==> src/rtl/pipe_pkg.sv <==
// Shared pipeline types: the Execute->Memory payload and its field widths.
// Width macros may be supplied by the codebase's defines.sv; these are fallbacks.
`ifndef WORD_SIZE
`define WORD_SIZE 32
`endif
`ifndef INSTR_TYPE_SZ
`define INSTR_TYPE_SZ 4
`endif
`ifndef ROB_ENTRY_WIDTH
`define ROB_ENTRY_WIDTH 3
`endif

package pipe_pkg;

    localparam int unsigned WordSize      = `WORD_SIZE;
    localparam int unsigned InstrTypeSz   = `INSTR_TYPE_SZ;
    localparam int unsigned RobEntryWidth = `ROB_ENTRY_WIDTH;

    typedef struct packed {
        logic [InstrTypeSz-1:0]   instruction_type;
        logic [WordSize-1:0]      pc;
        logic [2:0]               funct3;
        logic [WordSize-1:0]      alu_result;
        logic [WordSize-1:0]      s2;
        logic [RobEntryWidth-1:0] rob_id;
    } em_payload_t;

endpackage

==> src/rtl/exec_mem_queue_if.sv <==
// Producer/consumer handshake bundle for the E->M queue.
// master = ALU/AGU side driving in_* and the D-cache side's out_ready; slave = the queue.
interface exec_mem_queue_if;
    import pipe_pkg::*;

    logic                     in_valid;
    logic                     in_ready;
    logic [InstrTypeSz-1:0]   in_instruction_type;
    logic [WordSize-1:0]      in_pc;
    logic [2:0]               in_funct3;
    logic [WordSize-1:0]      in_alu_result;
    logic [WordSize-1:0]      in_s2;
    logic [RobEntryWidth-1:0] in_rob_id;

    logic                     out_valid;
    logic                     out_ready;
    logic [InstrTypeSz-1:0]   out_instruction_type;
    logic [WordSize-1:0]      out_pc;
    logic [2:0]               out_funct3;
    logic [WordSize-1:0]      out_alu_result;
    logic [WordSize-1:0]      out_s2;
    logic [RobEntryWidth-1:0] out_rob_id;

    modport master (
        output in_valid, in_instruction_type, in_pc, in_funct3, in_alu_result, in_s2, in_rob_id,
        output out_ready,
        input  in_ready,
        input  out_valid, out_instruction_type, out_pc, out_funct3, out_alu_result, out_s2,
        input  out_rob_id
    );

    modport slave (
        input  in_valid, in_instruction_type, in_pc, in_funct3, in_alu_result, in_s2, in_rob_id,
        input  out_ready,
        output in_ready,
        output out_valid, out_instruction_type, out_pc, out_funct3, out_alu_result, out_s2,
        output out_rob_id
    );

endinterface

==> src/rtl/rob_age_younger.sv <==
// Flags a ROB tag as squashed when it is the kill tag or younger, ages taken
// relative to the ROB head so tag wrap-around is handled.
module rob_age_younger #(
    parameter int unsigned Width = 3
) (
    input  logic [Width-1:0] tag_i,
    input  logic [Width-1:0] kill_tag_i,
    input  logic [Width-1:0] head_i,
    output logic             squash_o
);

    logic [Width-1:0] tag_age;
    logic [Width-1:0] kill_age;

    // Modular subtraction gives distance from the head.
    always_comb begin
        tag_age  = tag_i - head_i;
        kill_age = kill_tag_i - head_i;
        squash_o = (tag_age >= kill_age);
    end

endmodule

==> src/rtl/exec_mem_queue.sv <==
// Elastic, squashable Execute->Memory queue: DEPTH-slot circular buffer with
// valid/ready on both sides, full flush and ROB-age based selective kill.
module exec_mem_queue
    import pipe_pkg::*;
#(
    parameter int unsigned DEPTH = 2,
    parameter int unsigned CNT_W = $clog2(DEPTH + 1)
) (
    input  logic                     clk,
    input  logic                     reset,
    exec_mem_queue_if.slave          q_if,
    input  logic                     flush,
    input  logic                     kill_valid,
    input  logic [RobEntryWidth-1:0] kill_rob_id,
    input  logic [RobEntryWidth-1:0] rob_head_id,
    output logic [CNT_W-1:0]         count
);

    localparam int unsigned PtrW = (DEPTH > 1) ? $clog2(DEPTH) : 1;
    typedef logic [PtrW-1:0] ptr_t;

    em_payload_t       mem_q [DEPTH];
    ptr_t              head_q, head_d;
    ptr_t              tail_q, tail_d;
    ptr_t              wr_ptr;
    logic [CNT_W-1:0]  count_q, count_d;
    logic              pop, push, wr_en;
    logic [DEPTH-1:0]  slot_sq;
    logic              in_sq;
    em_payload_t       in_pl;
    em_payload_t       head_pl;

    // Pointer advance with explicit wrap so DEPTH need not be a power of two.
    function automatic ptr_t wrap_add(ptr_t base, int unsigned off);
        int unsigned s;
        s = 32'(base) + off;
        if (s >= DEPTH) s = s - DEPTH;
        return ptr_t'(s);
    endfunction

    assign in_pl = '{
        instruction_type: q_if.in_instruction_type,
        pc:               q_if.in_pc,
        funct3:           q_if.in_funct3,
        alu_result:       q_if.in_alu_result,
        s2:               q_if.in_s2,
        rob_id:           q_if.in_rob_id
    };

    for (genvar g = 0; g < DEPTH; g++) begin : g_slot_age
        rob_age_younger #(.Width(RobEntryWidth)) u_age (
            .tag_i      (mem_q[g].rob_id),
            .kill_tag_i (kill_rob_id),
            .head_i     (rob_head_id),
            .squash_o   (slot_sq[g])
        );
    end

    rob_age_younger #(.Width(RobEntryWidth)) u_age_in (
        .tag_i      (q_if.in_rob_id),
        .kill_tag_i (kill_rob_id),
        .head_i     (rob_head_id),
        .squash_o   (in_sq)
    );

    // Next state: pop first, then trim the squashed suffix, then append the survivor.
    always_comb begin
        int unsigned keep;
        logic        found;
        ptr_t        slot;
        pop   = (count_q != '0) && q_if.out_ready;
        push  = (count_q != CNT_W'(DEPTH)) && q_if.in_valid;
        found = 1'b0;
        keep  = 32'(count_q) - 32'(pop);
        slot  = '0;
        for (int unsigned i = 0; i < DEPTH; i++) begin
            slot = wrap_add(head_q, i);
            // A popped head counts as delivered and is exempt from the kill.
            if (kill_valid && !found && (i < 32'(count_q)) && !(pop && i == 0) && slot_sq[slot]) begin
                found = 1'b1;
                keep  = i - 32'(pop);
            end
        end
        wr_ptr  = found ? wrap_add(head_q, 32'(pop) + keep) : tail_q;
        wr_en   = push && !(kill_valid && in_sq);
        head_d  = pop ? wrap_add(head_q, 1) : head_q;
        tail_d  = wr_en ? wrap_add(wr_ptr, 1) : wr_ptr;
        count_d = CNT_W'(keep + 32'(wr_en));
    end

    // State update: reset clears storage too; flush only empties the pointers.
    always_ff @(posedge clk) begin
        if (reset) begin
            head_q  <= '0;
            tail_q  <= '0;
            count_q <= '0;
            for (int i = 0; i < DEPTH; i++) mem_q[i] <= '0;
        end else if (flush) begin
            head_q  <= '0;
            tail_q  <= '0;
            count_q <= '0;
        end else begin
            head_q  <= head_d;
            tail_q  <= tail_d;
            count_q <= count_d;
            if (wr_en) mem_q[wr_ptr] <= in_pl;
        end
    end

    assign head_pl                   = mem_q[head_q];
    assign q_if.in_ready             = (count_q != CNT_W'(DEPTH));
    assign q_if.out_valid            = (count_q != '0);
    assign q_if.out_instruction_type = head_pl.instruction_type;
    assign q_if.out_pc               = head_pl.pc;
    assign q_if.out_funct3           = head_pl.funct3;
    assign q_if.out_alu_result       = head_pl.alu_result;
    assign q_if.out_s2               = head_pl.s2;
    assign q_if.out_rob_id           = head_pl.rob_id;
    assign count                     = count_q;

endmodule

==> src/flat_wrapper.sv <==
// flat-port wrapper written by rule: the top's interface ports become plain ports
module exec_mem_queue_flat import pipe_pkg::*;
#(
    parameter int unsigned DEPTH = 2,
    parameter int unsigned CNT_W = $clog2(DEPTH + 1)
)
  (clk, reset, flush, kill_valid, kill_rob_id, rob_head_id, count, q_if_in_valid, q_if_in_instruction_type, q_if_in_pc, q_if_in_funct3, q_if_in_alu_result, q_if_in_s2, q_if_in_rob_id, q_if_out_ready, q_if_in_ready, q_if_out_valid, q_if_out_instruction_type, q_if_out_pc, q_if_out_funct3, q_if_out_alu_result, q_if_out_s2, q_if_out_rob_id);
  exec_mem_queue_if q_if_i ();
  input  logic clk;
  input  logic reset;
  input  logic flush;
  input  logic kill_valid;
  input  logic [RobEntryWidth-1:0] kill_rob_id;
  input  logic [RobEntryWidth-1:0] rob_head_id;
  output logic [CNT_W-1:0] count;
  input wire logic [$bits(q_if_i.in_valid)-1:0] q_if_in_valid;
  input wire logic [$bits(q_if_i.in_instruction_type)-1:0] q_if_in_instruction_type;
  input wire logic [$bits(q_if_i.in_pc)-1:0] q_if_in_pc;
  input wire logic [$bits(q_if_i.in_funct3)-1:0] q_if_in_funct3;
  input wire logic [$bits(q_if_i.in_alu_result)-1:0] q_if_in_alu_result;
  input wire logic [$bits(q_if_i.in_s2)-1:0] q_if_in_s2;
  input wire logic [$bits(q_if_i.in_rob_id)-1:0] q_if_in_rob_id;
  input wire logic [$bits(q_if_i.out_ready)-1:0] q_if_out_ready;
  output wire logic [$bits(q_if_i.in_ready)-1:0] q_if_in_ready;
  output wire logic [$bits(q_if_i.out_valid)-1:0] q_if_out_valid;
  output wire logic [$bits(q_if_i.out_instruction_type)-1:0] q_if_out_instruction_type;
  output wire logic [$bits(q_if_i.out_pc)-1:0] q_if_out_pc;
  output wire logic [$bits(q_if_i.out_funct3)-1:0] q_if_out_funct3;
  output wire logic [$bits(q_if_i.out_alu_result)-1:0] q_if_out_alu_result;
  output wire logic [$bits(q_if_i.out_s2)-1:0] q_if_out_s2;
  output wire logic [$bits(q_if_i.out_rob_id)-1:0] q_if_out_rob_id;
  assign q_if_i.in_valid = q_if_in_valid;
  assign q_if_i.in_instruction_type = q_if_in_instruction_type;
  assign q_if_i.in_pc = q_if_in_pc;
  assign q_if_i.in_funct3 = q_if_in_funct3;
  assign q_if_i.in_alu_result = q_if_in_alu_result;
  assign q_if_i.in_s2 = q_if_in_s2;
  assign q_if_i.in_rob_id = q_if_in_rob_id;
  assign q_if_i.out_ready = q_if_out_ready;
  assign q_if_in_ready = q_if_i.in_ready;
  assign q_if_out_valid = q_if_i.out_valid;
  assign q_if_out_instruction_type = q_if_i.out_instruction_type;
  assign q_if_out_pc = q_if_i.out_pc;
  assign q_if_out_funct3 = q_if_i.out_funct3;
  assign q_if_out_alu_result = q_if_i.out_alu_result;
  assign q_if_out_s2 = q_if_i.out_s2;
  assign q_if_out_rob_id = q_if_i.out_rob_id;
  exec_mem_queue #(.DEPTH(DEPTH), .CNT_W(CNT_W)) u_core (.clk(clk), .reset(reset), .q_if(q_if_i), .flush(flush), .kill_valid(kill_valid), .kill_rob_id(kill_rob_id), .rob_head_id(rob_head_id), .count(count));
endmodule
==> config.mk <==
export PLATFORM = sky130hd
export DESIGN_NAME = exec_mem_queue_flat
export DESIGN_NICKNAME = d
export VERILOG_FILES = /design/src/rtl/pipe_pkg.sv /design/src/rtl/exec_mem_queue_if.sv /design/src/rtl/rob_age_younger.sv /design/src/rtl/exec_mem_queue.sv /design/src/flat_wrapper.sv
export SDC_FILE = /design/constraint.sdc
export NUM_CORES = 1
export LEC_CHECK = 0
export CAP_MARGIN = 20
export CORE_MARGIN = 2
export CORE_UTILIZATION = 50
export CTS_BUF_LIST = sky130_fd_sc_hd__clkbuf_8
export CTS_CLUSTER_DIAMETER = 200
export CTS_CLUSTER_SIZE = 8
export DETAILED_ROUTE_END_ITERATION = 6
export GPL_TIMING_DRIVEN = 0
export PLACE_DENSITY = 0.9
export SLEW_MARGIN = 5
export SYNTH_ARGS = -nofsm -noshare
export SYNTH_HDL_FRONTEND = slang
export SYNTH_SLANG_ARGS = --single-unit
==> constraint.sdc <==
create_clock -name clk -period 7.9 [get_ports clk]
set_input_delay 0.79 -clock clk [delete_from_list [all_inputs] [get_ports clk]]
set_output_delay 0.79 -clock clk [all_outputs]
set_load 0.02 [all_outputs]
==> impl_metrics.env <==
export IMPL_wl_per_cell_um=20.09
export IMPL_syn_inst=683
export IMPL_worstReg2RegStart="u_core.mem_q[1][0]"
export IMPL_setup_tns_ns=0
export IMPL_yosys_area_top_type="edfxtp_1"
export IMPL_grt_use_total_pct=22.97
export IMPL_yosysWarnings=0
export IMPL_startpoint="rob_head_id[0]"
export IMPL_power_mw=2.603
export IMPL_min_period_over_period_pct=65.56
export IMPL_start_util_pct=51.08
export IMPL_syn_area_per_cell_um2=14.55
export IMPL_crit_chain="clkdlybuf4s50_1 > ha_1 > inv_1 > fa_1 > xnor2_1 > xor2_1 > inv_2 > ha_1 > a21o_1 > a21oi_1 > and2_1 > clkbuf_1 > clkbuf_1 > a21o_4 > buf_16"
export IMPL_rsz0062_at_grt="false"
export IMPL_drc_errors=0
export IMPL_crit_buf_inv=6
export IMPL_peakVddDrop_uv=144.0
export IMPL_synth_async_reset_ratio_pct=0
export IMPL_wl_um=24570
export IMPL_ys_flop_type="edfxtp_1"
export IMPL_slew_headroom_pct=49.16
export IMPL_vias=6771
export IMPL_area_growth_syn_to_layout_pct=31.78
export IMPL_maxSlewViolCount=0
export IMPL_synth_top_area_share_pct=64.04
export IMPL_fin_hold_ws_ns=0.6438
export IMPL_grt_max_degree=57
export IMPL_fin_skew_ns=0.01748
export IMPL_die_y_um=145
export IMPL_maxCapViolCount=0
export IMPL_cts_buffer_depth=3
export IMPL_layout_drive_gt1_share_pct=16.32
export IMPL_cellLeakagePower_nw=5.563
export IMPL_r2r_slack_ns=3.36
export IMPL_numPortBuffers=227
export IMPL_slowest_stage="a21o_4"
export IMPL_clock_latency_ns=0.55
export IMPL_cts_root_buf="clkbuf_8"
export IMPL_fmax_ghz=0.1931
export IMPL_clk_pin_slew_worst_paths_ns=0.06
export IMPL_cts_tree="done"
export IMPL_final_nets=1078
export IMPL_cts_sinks=217
export IMPL_critPathKind="input port to register"
export IMPL_ys_seq_elements=217
export IMPL_core_area_um2=19460
export IMPL_grt_pass1_wl_um=38360
export IMPL_synth_most_common_cell="and3_1"
export IMPL_ant_nets=0
export IMPL_viasPerCell=5.536
export IMPL_pre_cts_ws_ns=2.121
export IMPL_hold_start="u_core.head_q"
export IMPL_cpPeakStageDelay_ns=0.69
export IMPL_netlist_top_cells_area="edfxtp_1, and3_1, mux2_2"
export IMPL_cts_max_level=1
export IMPL_synth_commonest_cells="and3_1, edfxtp_1, mux2_2"
export IMPL_drt_pass1_iterations=5
export IMPL_rows=51
export IMPL_cts_hold_buffers_added=0
export IMPL_grt_pass1_vias=7038
export IMPL_syn_num_nets=816
export IMPL_hp_class="register to register"
export IMPL_antenna_found_initial=2
export IMPL_dpl_hpwl_um=16590
export IMPL_gp_congestion=0.7983
export IMPL_ys_seq_area_share_pct=65.05
export IMPL_critPathMaxFanout=54
export IMPL_drt_iter0_drc=435
export IMPL_required_ns=8.12
export IMPL_start_kind="input port"
export IMPL_io_pins=228
export IMPL_cp_top_family="buffers and inverters"
export IMPL_post_route_min_period_ns=5.179
export IMPL_synth_edf_count=212
export IMPL_status="completed"
export IMPL_postCtsSetupBuffers=0
export IMPL_cts_resized=0
export IMPL_tightest_slew_ns=0.7625
export IMPL_worstSetupEndpointType="register"
export IMPL_grt_remaining_overflow=0
export IMPL_arrival_ns=5.40
export IMPL_power_density_nw_per_um2=198.7
export IMPL_r2r_cells=13
export IMPL_r2r_end="u_core.mem_q[1][50]"
export IMPL_dieWidth_um=145
export IMPL_dieArea_um2=21030
export IMPL_setup_slack_ns=2.721
export IMPL_hold_violations=0
export IMPL_hold_depth=2
export IMPL_syn_area_um2=9941
export IMPL_setup_viol=0
export IMPL_numCtsBuffers=31
export IMPL_yosys_cell_types_count=39
[final cells by class]
type	count	area [µm²]
Sequential cell	217	6466
Fill cell	1369	6362
Timing Repair Buffer	229	2327
Antenna cell	2	5.005
Inverter	14	52.55
Clock buffer	31	426.7
Tap cell	265	331.6
Multi-Input combinational cell	393	3171
Clock inverter	13	53.80
Buffer	59	266.5
[worst reg2reg max path, delay by kind of cell, from the launching register on]
family                   cells  cell delay (ns)
flip-flops                   1             0.45
AO/OA/AOI/OAI                3             1.00
adder cells (fa/ha/maj)      4             1.03
buffers and inverters        4             0.93
AND/OR/NAND/NOR              2             0.77
[cell usage in the layout (no fill, tap or decap), types with 3 or more instances in the layout]
master and count:
and2_1 3, ha_1 11, clkbuf_1 51, dfxtp_1 5
edfxtp_1 212, nor3_1 4, xor2_1 4, xnor2_1 9
nand2_1 3, clkdlybuf4s50_1 227, o22ai_1 3, buf_6 4
clkbuf_8 31, fa_1 4, a21o_1 3, mux2_2 107
and3_1 213, inv_1 25, nor2_1 5
[registers in the layout (all words and copies together), names as in the netlist, named ones only]
signal         count
u_core.mem_q     212
u_core.head_q      1
u_core.tail_q      1
u_core.count       2
[cells by family (layout without fill, tap and decap cells)]
| group | count (synthesis) | count (layout) | synth area share, % |
|---|---|---|---|
| other | 0 | 2 | 0 |
| buffers and inverters | 73 | 346 | 3.209 |
| adders and majority gates | 18 | 18 | 2.505 |
| AOI/OAI and AO/OA | 15 | 15 | 1.045 |
| muxes | 107 | 107 | 12.12 |
| and+or+nand+nor | 240 | 240 | 14.93 |
| DFF | 217 | 217 | 65.05 |
| xor gates and xnor gates | 13 | 13 | 1.145 |
[power breakdown]
part / total (mW) / internal [mW] / leakage [nW] / switching (mW)
logic: 0.504 / 0.239 / 3.03 / 0.265
clock network: 0.741 / 0.355 / 0.291 / 0.386
registers: 1.36 / 1.34 / 2.24 / 0.0192
total: 2.60 / 1.93 / 5.56 / 0.671
[metal layers]
| layer | up-vias | global-route usage, % | wire [µm] |
|---|---|---|---|
| met2 | 245 | 40.17 | 12770 |
| li1 | 3118 | - | - |
| met5 | - | 0 | 0 |
| met1 | 3367 | 29.17 | 9855 |
| met3 | 41 | 4.088 | 1435 |
| met4 | 0 | 7.277 | 518 |
[stage by stage]
step                      utilization (%)  std cells  instance area [µm²]
after floorplan                         -        683                 9941
after CTS                           67.28       1221                13100
after global placement              64.46       1175                12540
after global routing                67.31       1223                13100
after detailed placement            64.82       1177                12610
final                               67.31       1223                13100
[how the worst max path moves through the flow]
stage | depth (start not counted) | end
2_1_floorplan | 14 | u_core.mem_q[0][0]
3_3_place_gp | 14 | u_core.mem_q[0][70]
3_5_place_dp | 15 | u_core.mem_q[0][86]
4_1_cts | 15 | u_core.mem_q[0][11]
5_1_grt | 15 | u_core.mem_q[0][87]
6_report | 15 | u_core.mem_q[0][84]
(Power assumes the default switching activity.)
